[config.mk]
export PLATFORM = sky130hd
export DESIGN_NAME = ctrl_sequencer
export DESIGN_NICKNAME = d
export VERILOG_FILES = /design/src/rtl/ctrl_sequencer_pkg.sv /design/src/rtl/ctrl_sequencer_decoder.sv /design/src/rtl/ctrl_sequencer.sv
export SDC_FILE = /design/constraint.sdc
export NUM_CORES = 1
export LEC_CHECK = 0
export ABC_CLOCK_PERIOD_IN_PS = 5500
export CAP_MARGIN = 25
export CORE_ASPECT_RATIO = 0.9
export CORE_MARGIN = 3
export CORE_UTILIZATION = 45
export DETAILED_ROUTE_END_ITERATION = 6
export DONT_BUFFER_PORTS = 1
export PLACE_DENSITY = 0.62
export SLEW_MARGIN = 25
export SYNTH_ARGS = -nofsm -noshare
export SYNTH_HDL_FRONTEND = slang
export SYNTH_HIERARCHICAL = 1
export SYNTH_SLANG_ARGS = --single-unit
[constraint.sdc]
create_clock -name CLK -period 5.5 [get_ports CLK]
set_input_delay 0.55 -clock CLK [delete_from_list [all_inputs] [get_ports CLK]]
set_output_delay 0.55 -clock CLK [all_outputs]
set_load 0.01 [all_outputs]
[src/rtl/ctrl_sequencer_pkg.sv]
// Shared definitions for the cs147sec05 multi-cycle control sequencer:
// state encodings, opcode/funct constants, ALU operation codes, control-word
// bit positions, the decoded-instruction struct and the helper functions that
// turn (state, instruction class) into the control word and memory strobes.
package ctrl_sequencer_pkg;

  localparam int CTRL_BITS = 32;

  typedef enum logic [2:0] {
    RST_ST    = 3'd0,
    FETCH     = 3'd1,
    DECODE    = 3'd2,
    EXECUTE   = 3'd3,
    MEMORY    = 3'd4,
    WRITEBACK = 3'd5,
    HALT_ST   = 3'd6
  } state_t;

  // Opcodes
  localparam logic [5:0] OP_RTYPE = 6'h00, OP_ADDI = 6'h08, OP_MULI = 6'h1d,
                         OP_ANDI  = 6'h0c, OP_ORI  = 6'h0d, OP_LUI  = 6'h0f,
                         OP_SLTI  = 6'h0a, OP_BEQ  = 6'h04, OP_BNE  = 6'h05,
                         OP_LW    = 6'h23, OP_SW   = 6'h2b, OP_JMP  = 6'h02,
                         OP_JAL   = 6'h03, OP_PUSH = 6'h1b, OP_POP  = 6'h1c;
  // R-type funct codes
  localparam logic [5:0] FN_ADD = 6'h20, FN_SUB = 6'h22, FN_MUL = 6'h2c,
                         FN_SRL = 6'h02, FN_SLL = 6'h01, FN_AND = 6'h24,
                         FN_OR  = 6'h25, FN_NOR = 6'h27, FN_SLT = 6'h2a,
                         FN_JR  = 6'h08;
  // ALU operation codes
  localparam logic [5:0] ALU_NONE = 6'd0, ALU_ADD = 6'd1, ALU_SUB = 6'd2,
                         ALU_MUL  = 6'd3, ALU_SHR = 6'd4, ALU_SHL = 6'd5,
                         ALU_AND  = 6'd6, ALU_OR  = 6'd7, ALU_NOR = 6'd8,
                         ALU_SLT  = 6'd9;

  // Control word bit positions
  localparam int PC_LOAD = 0,  PC_SEL_1 = 1,  PC_SEL_2 = 2,  PC_SEL_3 = 3,
                 IR_LOAD = 4,  R1_SEL_1 = 5,  REG_R    = 6,  REG_W    = 7,
                 SP_LOAD = 8,  OP1_SEL_1 = 9, OP2_SEL_1 = 10, OP2_SEL_2 = 11,
                 OP2_SEL_3 = 12, OP2_SEL_4 = 13, ALU_LO = 14, ALU_HI = 19,
                 MA_SEL_1 = 20, MA_SEL_2 = 21, MD_SEL_1 = 22,
                 WD_SEL_1 = 23, WD_SEL_2 = 24, WD_SEL_3 = 25,
                 WA_SEL_1 = 26, WA_SEL_2 = 27, WA_SEL_3 = 28;

  typedef enum logic [3:0] {
    CL_NOP, CL_RALU, CL_SHIFT, CL_JR, CL_IZ, CL_IS, CL_LUI, CL_BEQ,
    CL_BNE, CL_LW, CL_SW, CL_JMP, CL_JAL, CL_PUSH, CL_POP
  } iclass_t;

  typedef struct packed {
    iclass_t    cls;
    logic [5:0] oprn;
    logic       legal;
  } dec_t;

  function automatic logic is_mem(input dec_t d);
    return d.cls inside {CL_LW, CL_SW, CL_PUSH, CL_POP};
  endfunction

  function automatic state_t next_state(input state_t st, input dec_t d,
                                        input logic mem_ready, input logic trap_en);
    case (st)
      RST_ST:    return FETCH;
      FETCH:     return mem_ready ? DECODE : FETCH;
      DECODE:    return (trap_en && !d.legal) ? HALT_ST : EXECUTE;
      EXECUTE:   return MEMORY;
      MEMORY:    return (is_mem(d) && !mem_ready) ? MEMORY : WRITEBACK;
      WRITEBACK: return FETCH;
      HALT_ST:   return HALT_ST;
      default:   return RST_ST;
    endcase
  endfunction

  // Control word for a state. ir_load is not produced here: it follows
  // MEM_READY inside FETCH and is merged in by the top.
  function automatic logic [CTRL_BITS-1:0] ctrl_word(input state_t st, input dec_t d,
                                                     input logic zero);
    logic [CTRL_BITS-1:0] w;
    logic in_exe;
    w      = '0;
    in_exe = st inside {EXECUTE, MEMORY, WRITEBACK};
    if (st == FETCH) w[MA_SEL_2] = 1'b1;
    // Register read and ALU operand selection stay stable from DECODE/EXECUTE
    // through WRITEBACK so ZERO and the ALU result hold for the later stages.
    if (st == DECODE || in_exe) begin
      w[REG_R]    = 1'b1;
      w[R1_SEL_1] = (d.cls == CL_PUSH);
    end
    if (in_exe) begin
      w[ALU_HI:ALU_LO] = d.oprn;
      case (d.cls)
        CL_RALU, CL_BEQ, CL_BNE: w[OP2_SEL_4] = 1'b1;
        CL_SHIFT: begin w[OP2_SEL_3] = 1'b1; w[OP2_SEL_1] = 1'b1; end
        CL_IS, CL_LW, CL_SW: w[OP2_SEL_2] = 1'b1;
        CL_PUSH, CL_POP: begin w[OP1_SEL_1] = 1'b1; w[OP2_SEL_3] = 1'b1; end
        default: ;
      endcase
    end
    if (st == MEMORY && d.cls == CL_PUSH) begin
      w[MA_SEL_1] = 1'b1;
      w[MD_SEL_1] = 1'b1;
    end
    if (st == WRITEBACK) begin
      w[PC_LOAD]  = 1'b1;
      w[PC_SEL_1] = (d.cls != CL_JR);
      w[PC_SEL_3] = !(d.cls inside {CL_JMP, CL_JAL});
      w[PC_SEL_2] = (d.cls == CL_BEQ && zero) || (d.cls == CL_BNE && !zero);
      w[SP_LOAD]  = d.cls inside {CL_PUSH, CL_POP};
      case (d.cls)
        CL_RALU, CL_SHIFT: begin w[REG_W] = 1'b1; w[WD_SEL_3] = 1'b1; w[WA_SEL_3] = 1'b1; end
        CL_IZ, CL_IS: begin
          w[REG_W] = 1'b1; w[WD_SEL_3] = 1'b1; w[WA_SEL_3] = 1'b1; w[WA_SEL_1] = 1'b1;
        end
        CL_LUI: begin
          w[REG_W] = 1'b1; w[WD_SEL_3] = 1'b1; w[WD_SEL_2] = 1'b1;
          w[WA_SEL_3] = 1'b1; w[WA_SEL_1] = 1'b1;
        end
        CL_LW: begin
          w[REG_W] = 1'b1; w[WD_SEL_3] = 1'b1; w[WD_SEL_1] = 1'b1;
          w[WA_SEL_3] = 1'b1; w[WA_SEL_1] = 1'b1;
        end
        // pop writes memory data into R0 (wa mux chain selects 0)
        CL_POP: begin w[REG_W] = 1'b1; w[WD_SEL_3] = 1'b1; w[WD_SEL_1] = 1'b1; end
        // jal writes PC+1 into R31
        CL_JAL: begin w[REG_W] = 1'b1; w[WA_SEL_2] = 1'b1; end
        default: ;
      endcase
    end
    return w;
  endfunction

  function automatic logic rd_strobe(input state_t st, input dec_t d);
    return (st == FETCH) || (st == MEMORY && d.cls inside {CL_LW, CL_POP});
  endfunction

  function automatic logic wr_strobe(input state_t st, input dec_t d);
    return (st == MEMORY && d.cls inside {CL_SW, CL_PUSH});
  endfunction

endpackage

[src/rtl/ctrl_sequencer_decoder.sv]
// Combinational instruction classifier.
// Ports: opcode/funct (instruction fields) -> dec (class, ALU oprn, legal).
// Unknown opcode/funct decodes as CL_NOP with legal=0.
module ctrl_sequencer_decoder import ctrl_sequencer_pkg::*; (
  input  logic [5:0] opcode,
  input  logic [5:0] funct,
  output dec_t       dec
);

  function automatic dec_t mk(input iclass_t c, input logic [5:0] o);
    return '{cls: c, oprn: o, legal: 1'b1};
  endfunction

  always_comb begin
    dec = mk(CL_NOP, ALU_NONE);
    case (opcode)
      OP_RTYPE: begin
        case (funct)
          FN_ADD:  dec = mk(CL_RALU, ALU_ADD);
          FN_SUB:  dec = mk(CL_RALU, ALU_SUB);
          FN_MUL:  dec = mk(CL_RALU, ALU_MUL);
          FN_AND:  dec = mk(CL_RALU, ALU_AND);
          FN_OR:   dec = mk(CL_RALU, ALU_OR);
          FN_NOR:  dec = mk(CL_RALU, ALU_NOR);
          FN_SLT:  dec = mk(CL_RALU, ALU_SLT);
          FN_SRL:  dec = mk(CL_SHIFT, ALU_SHR);
          FN_SLL:  dec = mk(CL_SHIFT, ALU_SHL);
          FN_JR:   dec = mk(CL_JR, ALU_NONE);
          default: dec.legal = 1'b0;
        endcase
      end
      OP_ADDI: dec = mk(CL_IS, ALU_ADD);
      OP_MULI: dec = mk(CL_IS, ALU_MUL);
      OP_SLTI: dec = mk(CL_IS, ALU_SLT);
      OP_ANDI: dec = mk(CL_IZ, ALU_AND);
      OP_ORI:  dec = mk(CL_IZ, ALU_OR);
      OP_LUI:  dec = mk(CL_LUI, ALU_NONE);
      OP_BEQ:  dec = mk(CL_BEQ, ALU_SUB);
      OP_BNE:  dec = mk(CL_BNE, ALU_SUB);
      OP_LW:   dec = mk(CL_LW, ALU_ADD);
      OP_SW:   dec = mk(CL_SW, ALU_ADD);
      OP_JMP:  dec = mk(CL_JMP, ALU_NONE);
      OP_JAL:  dec = mk(CL_JAL, ALU_NONE);
      OP_PUSH: dec = mk(CL_PUSH, ALU_SUB);
      OP_POP:  dec = mk(CL_POP, ALU_ADD);
      default: dec.legal = 1'b0;
    endcase
  end

endmodule

[src/rtl/ctrl_sequencer.sv]
// Multi-cycle control unit for the cs147sec05 data path.
// Sequences FETCH/DECODE/EXECUTE/MEMORY/WRITEBACK and drives the control word
// and memory strobes, stalling on MEM_READY in FETCH and in MEMORY.
// Ports: CLK, RST (async active-low), INSTRUCTION (raw memory data), ZERO (ALU
//   flag), MEM_READY (handshake) -> CTRL (control word), MEM_READ, MEM_WRITE,
//   HALT (illegal-instruction trap).
// Build option: CTRL_ILLEGAL_TRAP_EN -- when defined, an unknown opcode/funct
//   seen in DECODE parks the sequencer in HALT_ST (HALT=1) until reset; when
//   undefined it runs as a NOP and HALT is tied 0.
module ctrl_sequencer import ctrl_sequencer_pkg::*; #(
  parameter int CTRL_W = 32,
  parameter int DATA_W = 32
) (
  input  logic              CLK,
  input  logic              RST,
  input  logic [DATA_W-1:0] INSTRUCTION,
  input  logic              ZERO,
  input  logic              MEM_READY,
  output logic [CTRL_W-1:0] CTRL,
  output logic              MEM_READ,
  output logic              MEM_WRITE,
  output logic              HALT
);

`ifdef CTRL_ILLEGAL_TRAP_EN
  localparam logic TRAP_EN = 1'b1;
`else
  localparam logic TRAP_EN = 1'b0;
`endif

  state_t            state_q, state_nxt;
  logic [5:0]        op_q, fn_q, op_nxt, fn_nxt;
  logic [CTRL_W-1:0] ctrl_q;
  logic              rd_q, wr_q, fetch_hit, ir_load;
  dec_t              dec;
  logic              unused_instr;

  // Only opcode and funct steer the sequencer; register/immediate fields go
  // straight to the data path.
  assign unused_instr = ^INSTRUCTION[DATA_W-7:6];

  assign fetch_hit = (state_q == FETCH) && MEM_READY;
  // Decode the word being latched so the registered outputs for DECODE
  // already see the new instruction.
  assign op_nxt    = fetch_hit ? INSTRUCTION[DATA_W-1 -: 6] : op_q;
  assign fn_nxt    = fetch_hit ? INSTRUCTION[5:0] : fn_q;

  ctrl_sequencer_decoder u_dec (
    .opcode (op_nxt),
    .funct  (fn_nxt),
    .dec    (dec)
  );

  assign state_nxt = next_state(state_q, dec, MEM_READY, TRAP_EN);

  // Outputs are registered from the next state so they change only at the
  // clock edge; an async reset clears them immediately.
  always_ff @(posedge CLK or negedge RST) begin
    if (!RST) begin
      state_q <= RST_ST;
      op_q    <= '0;
      fn_q    <= '0;
      ctrl_q  <= '0;
      rd_q    <= 1'b0;
      wr_q    <= 1'b0;
    end else begin
      state_q <= state_nxt;
      op_q    <= op_nxt;
      fn_q    <= fn_nxt;
      ctrl_q  <= CTRL_W'(ctrl_word(state_nxt, dec, ZERO));
      rd_q    <= rd_strobe(state_nxt, dec);
      wr_q    <= wr_strobe(state_nxt, dec);
    end
  end

`ifdef CTRL_ILLEGAL_TRAP_EN
  logic halt_q;
  always_ff @(posedge CLK or negedge RST) begin
    if (!RST) halt_q <= 1'b0;
    else      halt_q <= (state_nxt == HALT_ST);
  end
  assign HALT = halt_q;
`else
  assign HALT = 1'b0;
`endif

  // ir_load tracks the fetch handshake within the FETCH cycle itself, so it
  // is gated off the registered state rather than precomputed.
  assign ir_load   = fetch_hit;
  assign CTRL      = ctrl_q | (CTRL_W'(ir_load) << IR_LOAD);
  assign MEM_READ  = rd_q;
  assign MEM_WRITE = wr_q;

endmodule
==> results of run 1 <==
## cell usage in the layout, fill, tap and decap left out, types with 2 or more instances in the layout
cell type  count
a21oi_1       18
a21oi_2        2
a22oi_1        3
a31oi_1        5
and4b_1        2
buf_4          3
clkbuf_8       6
conb_1         6
dfrtp_1       44
inv_1          7
mux2_1        12
nand2_1       19
nand2b_1      14
nand3_1        8
nand3b_1       6
nand4b_1       2
nor2_1        19
nor2b_1       14
nor3_1         8
nor3b_1        3
nor4_1         3
o21ai_0       11
o21ai_1        3
o22ai_1        4
or2_2          2
or3_1          4
or4_1          2
xor2_1         2
## worst max-delay path, stage by stage, from the launching register on
cell and delay [ps]:
dfrtp_1 470, nand2_1 120, nor3_2 440, buf_4 290
mux2_1 530, or2_2 410, or4_1 470, o221ai_1 240
buf_4 250, xnor2_1 160, o21ai_2 420, and4b_1 250
## routing by layer
layer / wire (um) / vias to the layer above
met3: 241 / 2
met4: 38 / 0
met2: 2589 / 43
met1: 2381 / 918
li1: - / 929
met5: 0 / -
## area by class of cell
class / instances / area (um2)
fill: 506 / 2700
multi-input combinational: 198 / 1262
sequential: 44 / 1101
clock buffer: 7 / 86.33
tap: 67 / 83.83
timing repair buffer: 4 / 50.05
inverter: 7 / 26.28
clock inverter: 1 / 7.507
## path summary, 6_finish.rpt
path                                    to  slack [ps]  cells past startpoint
worst max-delay path            ctrl_q[28]        1350                     11
worst min-delay path            state_q[2]          90                      1
worst max register to register  ctrl_q[28]        1350                     11
worst min register to register     fn_q[4]         620                      1
max in group asynchronous          op_q[3]        5210                      1
min in group CLK                 ctrl_q[2]         420                      2
## state kept, by name, indices dropped and copies added, names as in the netlist
signal and count:
MEM_READ 1, fn_q 6, MEM_WRITE 1, ctrl_q 27, state_q 3, op_q 6
## per-stage QoR
step	power [mW]	setup WS [ps]	utilization (%)	cells	cell area, um2
floorplan	1.266	2004	-	276	2526
global placement	1.397	1227	46.80	319	2489
detailed placement	1.414	1209	46.80	319	2489
CTS	1.635	1242	49.08	328	2610
global route	1.786	1086	49.22	328	2618
finish	1.638	1346	49.22	328	2618
## where the power goes
part	total [mW]	switching (mW)	internal [mW]
logic	0.958	0.626	0.332
clock network	0.206	0.104	0.102
registers	0.474	0.0615	0.413
total	1.64	0.792	0.847
==> flow_summary.json, run 1 <==
{
  "outcome": "finished, final reports clean",
  "finalCritPeriodShare_pct": 75.53,
  "cts.path.max_buffers": 2,
  "cts_resized": 0,
  "dieArea_um2": 6514,
  "yosysWarnings": 6,
  "crit_path_start": "state_q[0]",
  "synth_area_per_cell_um2": 9.232,
  "final_hold_viol_count": 0,
  "grt_pass1_wl_um": 8728,
  "grt_remaining_overflow": 0,
  "die_height_um": 76.87,
  "r2r-start": "state_q[0]",
  "rsz0062_at_grt": "no",
  "fmax_mhz": 240.7,
  "first_iter_violations": 138,
  "critPathCaptureType": "flip-flop",
  "routed_wirelength_um": 5250,
  "num_rows": 25,
  "hold_buffers": 1,
  "gp_congestion": 0.7887,
  "start_util_pct": 47.22,
  "vias_per_cell": 5.768,
  "diodes": 0,
  "finalSetupTns_ps": 0,
  "drc": 0,
  "drive_gt1_share_pct": 9.195,
  "grt_pass1_vias": 1685,
  "vias": 1892,
  "gr-usage-met1_pct": 23.12,
  "arrival_ps": 4340,
  "h-tree-depth": 2,
  "p_per_area_nw_per_um2": 625.9,
  "num_io_pins": 71,
  "clk_pin_slew_ps": 80,
  "grt_use_total_pct": 16.50,
  "static-leakage-power_nw": 1.065,
  "max_cap_violations": 0,
  "root_buffer": "clkbuf_8",
  "antenna_found_initial": 0,
  "hold_class": "in2async",
  "numPortBuffers": 0,
  "top_usage_layer": "met2",
  "core_um2": 5318,
  "grt_max_degree": 45,
  "clk-insertion-delay-late_ps": 290,
  "wl_per_cell_um": 16.01,
  "grt_use_met2_pct": 25.27,
  "dr.pass1.iters": 4,
  "dp_hpwl_um": 3636,
  "maxSlewViolCount": 0,
  "worst_pin_slew_ps": 659.8,
  "die_w_um": 84.74,
  "whs_ps": 88.74,
  "cts_buffers": 5,
  "required_ps": 5690,
  "worstPathMaxFanout": 15,
  "clock-sinks": 44,
  "postCtsSetupRepairBufs": 0,
  "startpoint_type": "flip-flop",
  "crit_type": "reg2reg",
  "nets": 296,
  "slew_headroom_pct": 54.87,
  "cts_tree": "built",
  "synthCells": 272,
  "min_period_ps": 4154,
  "finalSetupViolCount": 0,
  "syn_to_final_growth_pct": 4.235,
  "netlist_area_um2": 2511,
  "finalClockSkew_ps": 7.642,
  "vdd_drop_max_mv": 0.2384,
  "drtAntennaViolNets": 0,
  "met3_usage_pct": 3.759
}
No activity file was read; power rests on OpenSTA's default activity.
==> run 2: changes to the inputs <==
ABC_CLOCK_PERIOD_IN_PS = 3700   (was 5500)
PLACE_DENSITY = 0.64   (was 0.62)
clock period = 3.7 ns   (was 5.5 ns; I/O delays follow)
==> run 2 against run 1 <==
  * Global-route usage is 0.60 points higher
  * Cell area is 4.7% higher
  * Setup slack worse by 1100 ps
  * Total power is 61% higher
  * Largest cell class unchanged
==> flow_summary.json, run 2 (synthesized netlist as in run 1, its figures left out) <==
{
  "power_frac_seq_pct": 26.5,
  "met3_usage_pct": 3.222,
  "cts_resized": 0,
  "drc": 0,
  "die_w_um": 84.74,
  "nets": 310,
  "finalSetupTns_ps": 0,
  "path_buf_inv": 3,
  "clk-insertion-delay-late_ps": 290,
  "grt_remaining_overflow": 0,
  "core_um2": 5318,
  "p_sw_mw": 1.206,
  "numPortBuffers": 0,
  "p_comb_share_pct": 59.0,
  "crit_family": "compound AO/OA/AOI/OAI gates",
  "pwr-share-clk_pct": 14.5,
  "crit_type": "reg2reg",
  "vias_per_cell": 5.667,
  "cp_common_cell": "buf_4",
  "worst_pin_slew_ps": 632.1,
  "finalSetupViolCount": 0,
  "static-leakage-power_nw": 1.145,
  "syn_to_final_growth_pct": 9.168,
  "largest_reg_flops": 27,
  "final_common_cell": "dfrtp_1",
  "clk_pin_slew_ps": 80,
  "most-common-layout-cells": "dfrtp_1, a21oi_1, nand2_1, nor2_1, buf_4",
  "max_cap_violations": 0,
  "num_rows": 25,
  "path_cells": "nor3_2 -> buf_4 -> buf_4 -> mux2_1 -> nand2b_1 -> o21ai_0 -> o21ai_0 -> a21oi_1 -> o221ai_1 -> xnor2_1 -> o21ai_2 -> buf_4 -> a31oi_1",
  "vdd_drop_max_mv": 0.3192,
  "finalCritPeriodShare_pct": 94.31,
  "maxSlewViolCount": 0,
  "wl_per_cell_um": 15.64,
  "drtAntennaViolNets": 0,
  "dp_hpwl_um": 3772,
  "worst_path_max_delay_cell": "dfrtp_1",
  "top_register": "ctrl_q",
  "startpoint_type": "flip-flop",
  "grt_pass1_wl_um": 9032,
  "routed_wirelength_um": 5349,
  "vias": 1938,
  "max_stage_delay_ps": 500,
  "die_height_um": 76.87,
  "rsz0062_at_grt": "no",
  "p_int_mw": 1.427,
  "start_util_pct": 47.22,
  "cts.path.max_buffers": 2,
  "finalClockSkew_ps": 10.34,
  "antenna_found_initial": 0,
  "grt_pass1_vias": 1790,
  "fmax_mhz": 286.6,
  "worstPathMaxFanout": 12,
  "grt_use_total_pct": 17.10,
  "drive_gt1_share_pct": 13.45,
  "final_hold_viol_count": 0,
  "num_io_pins": 71,
  "cts_tree": "built",
  "hold_class": "in2reg",
  "dieArea_um2": 6514,
  "reg_top3": "ctrl_q x27, fn_q x6, op_q x6",
  "required_ps": 3870,
  "grt_max_degree": 45,
  "critPathCaptureType": "flip-flop",
  "clock-sinks": 44,
  "gr-usage-met1_pct": 22.89,
  "first_iter_violations": 84,
  "swShare_pct": 45.82,
  "p_per_area_nw_per_um2": 960.4,
  "root_buffer": "clkbuf_8",
  "min_period_ps": 3490,
  "outcome": "finished, final reports clean",
  "cts_buffers": 5,
  "place_area_um2": 2586,
  "dr.pass1.iters": 4,
  "slew_headroom_pct": 57.86,
  "finalInstanceArea_um2": 2741,
  "grt_use_met2_pct": 28.25,
  "h-tree-depth": 2,
  "diodes": 0,
  "top_usage_layer": "met2",
  "gp_congestion": 0.8755,
  "arrival_ps": 3660
}
## run 2: cell count changes in the layout (fill, tap and decap cells not counted), sizes merged
cell / before / now
clkinvlp: 1 / 0
clkinv: 0 / 1
buf: 4 / 17
bufinv: 0 / 1
dlygate4sd3: 0 / 1
clkbuf: 7 / 6
## run 2: power groups by stage
stage	clock (mW)	sequential (mW)	combinational [mW]
3_5_place_dp	0	0.710	1.52
4_1_cts	0.393	0.699	1.54
2_1_floorplan	0	0.685	1.20
3_3_place_gp	0	0.703	1.51
6_report	0.382	0.698	1.55
5_1_grt	0.414	0.715	1.73
## run 2: area by class of cell
class | count | area [um2]
Tap cell | 67 | 83.83
Inverter | 7 | 26.28
Fill cell | 497 | 2576
Timing Repair Buffer | 18 | 150.1
Clock buffer | 6 | 82.58
Clock inverter | 2 | 38.79
Sequential cell | 44 | 1101
Multi-Input combinational cell | 198 | 1259
## run 2: per-stage QoR
step	util (%)	instances	worst slack [ps]	hold WS [ps]	power [mW]
after floorplan	-	276	281.8	74.41	1.882
after global placement	48.64	332	234.2	75.42	2.211
after detailed placement	48.64	332	249.7	75.31	2.231
after CTS	51.48	342	227.8	229.7	2.632
after global routing	51.55	342	5.250	234.4	2.855
final	51.55	342	210.5	240.7	2.633
## run 2: worst paths after layout
path	start	slack, ps	cells past startpoint	end
setup reg to reg	state_q[1]	210	13	ctrl_q[1]
hold reg to reg	op_q[2]	580	1	op_q[2]
hold / removal	ZERO	240	2	ctrl_q[2]
setup / recovery	state_q[1]	210	13	ctrl_q[1]
max in group asynchronous	RST	2900	2	op_q[5]
min in group asynchronous	RST	590	2	ctrl_q[24]
## run 2: routing by layer
metal	wire [um]	vias up	part of all wire (%)
met2	2690	55	50
met1	2382	924	45
met4	44	0	0.82
met3	232	5	4.3
met5	0	-	0
li1	-	954	-
## run 2: what timing repair did
action,CTS,global route
buffers inserted,0,0
hold endpoints to repair,44,0
hold buffers,2,0
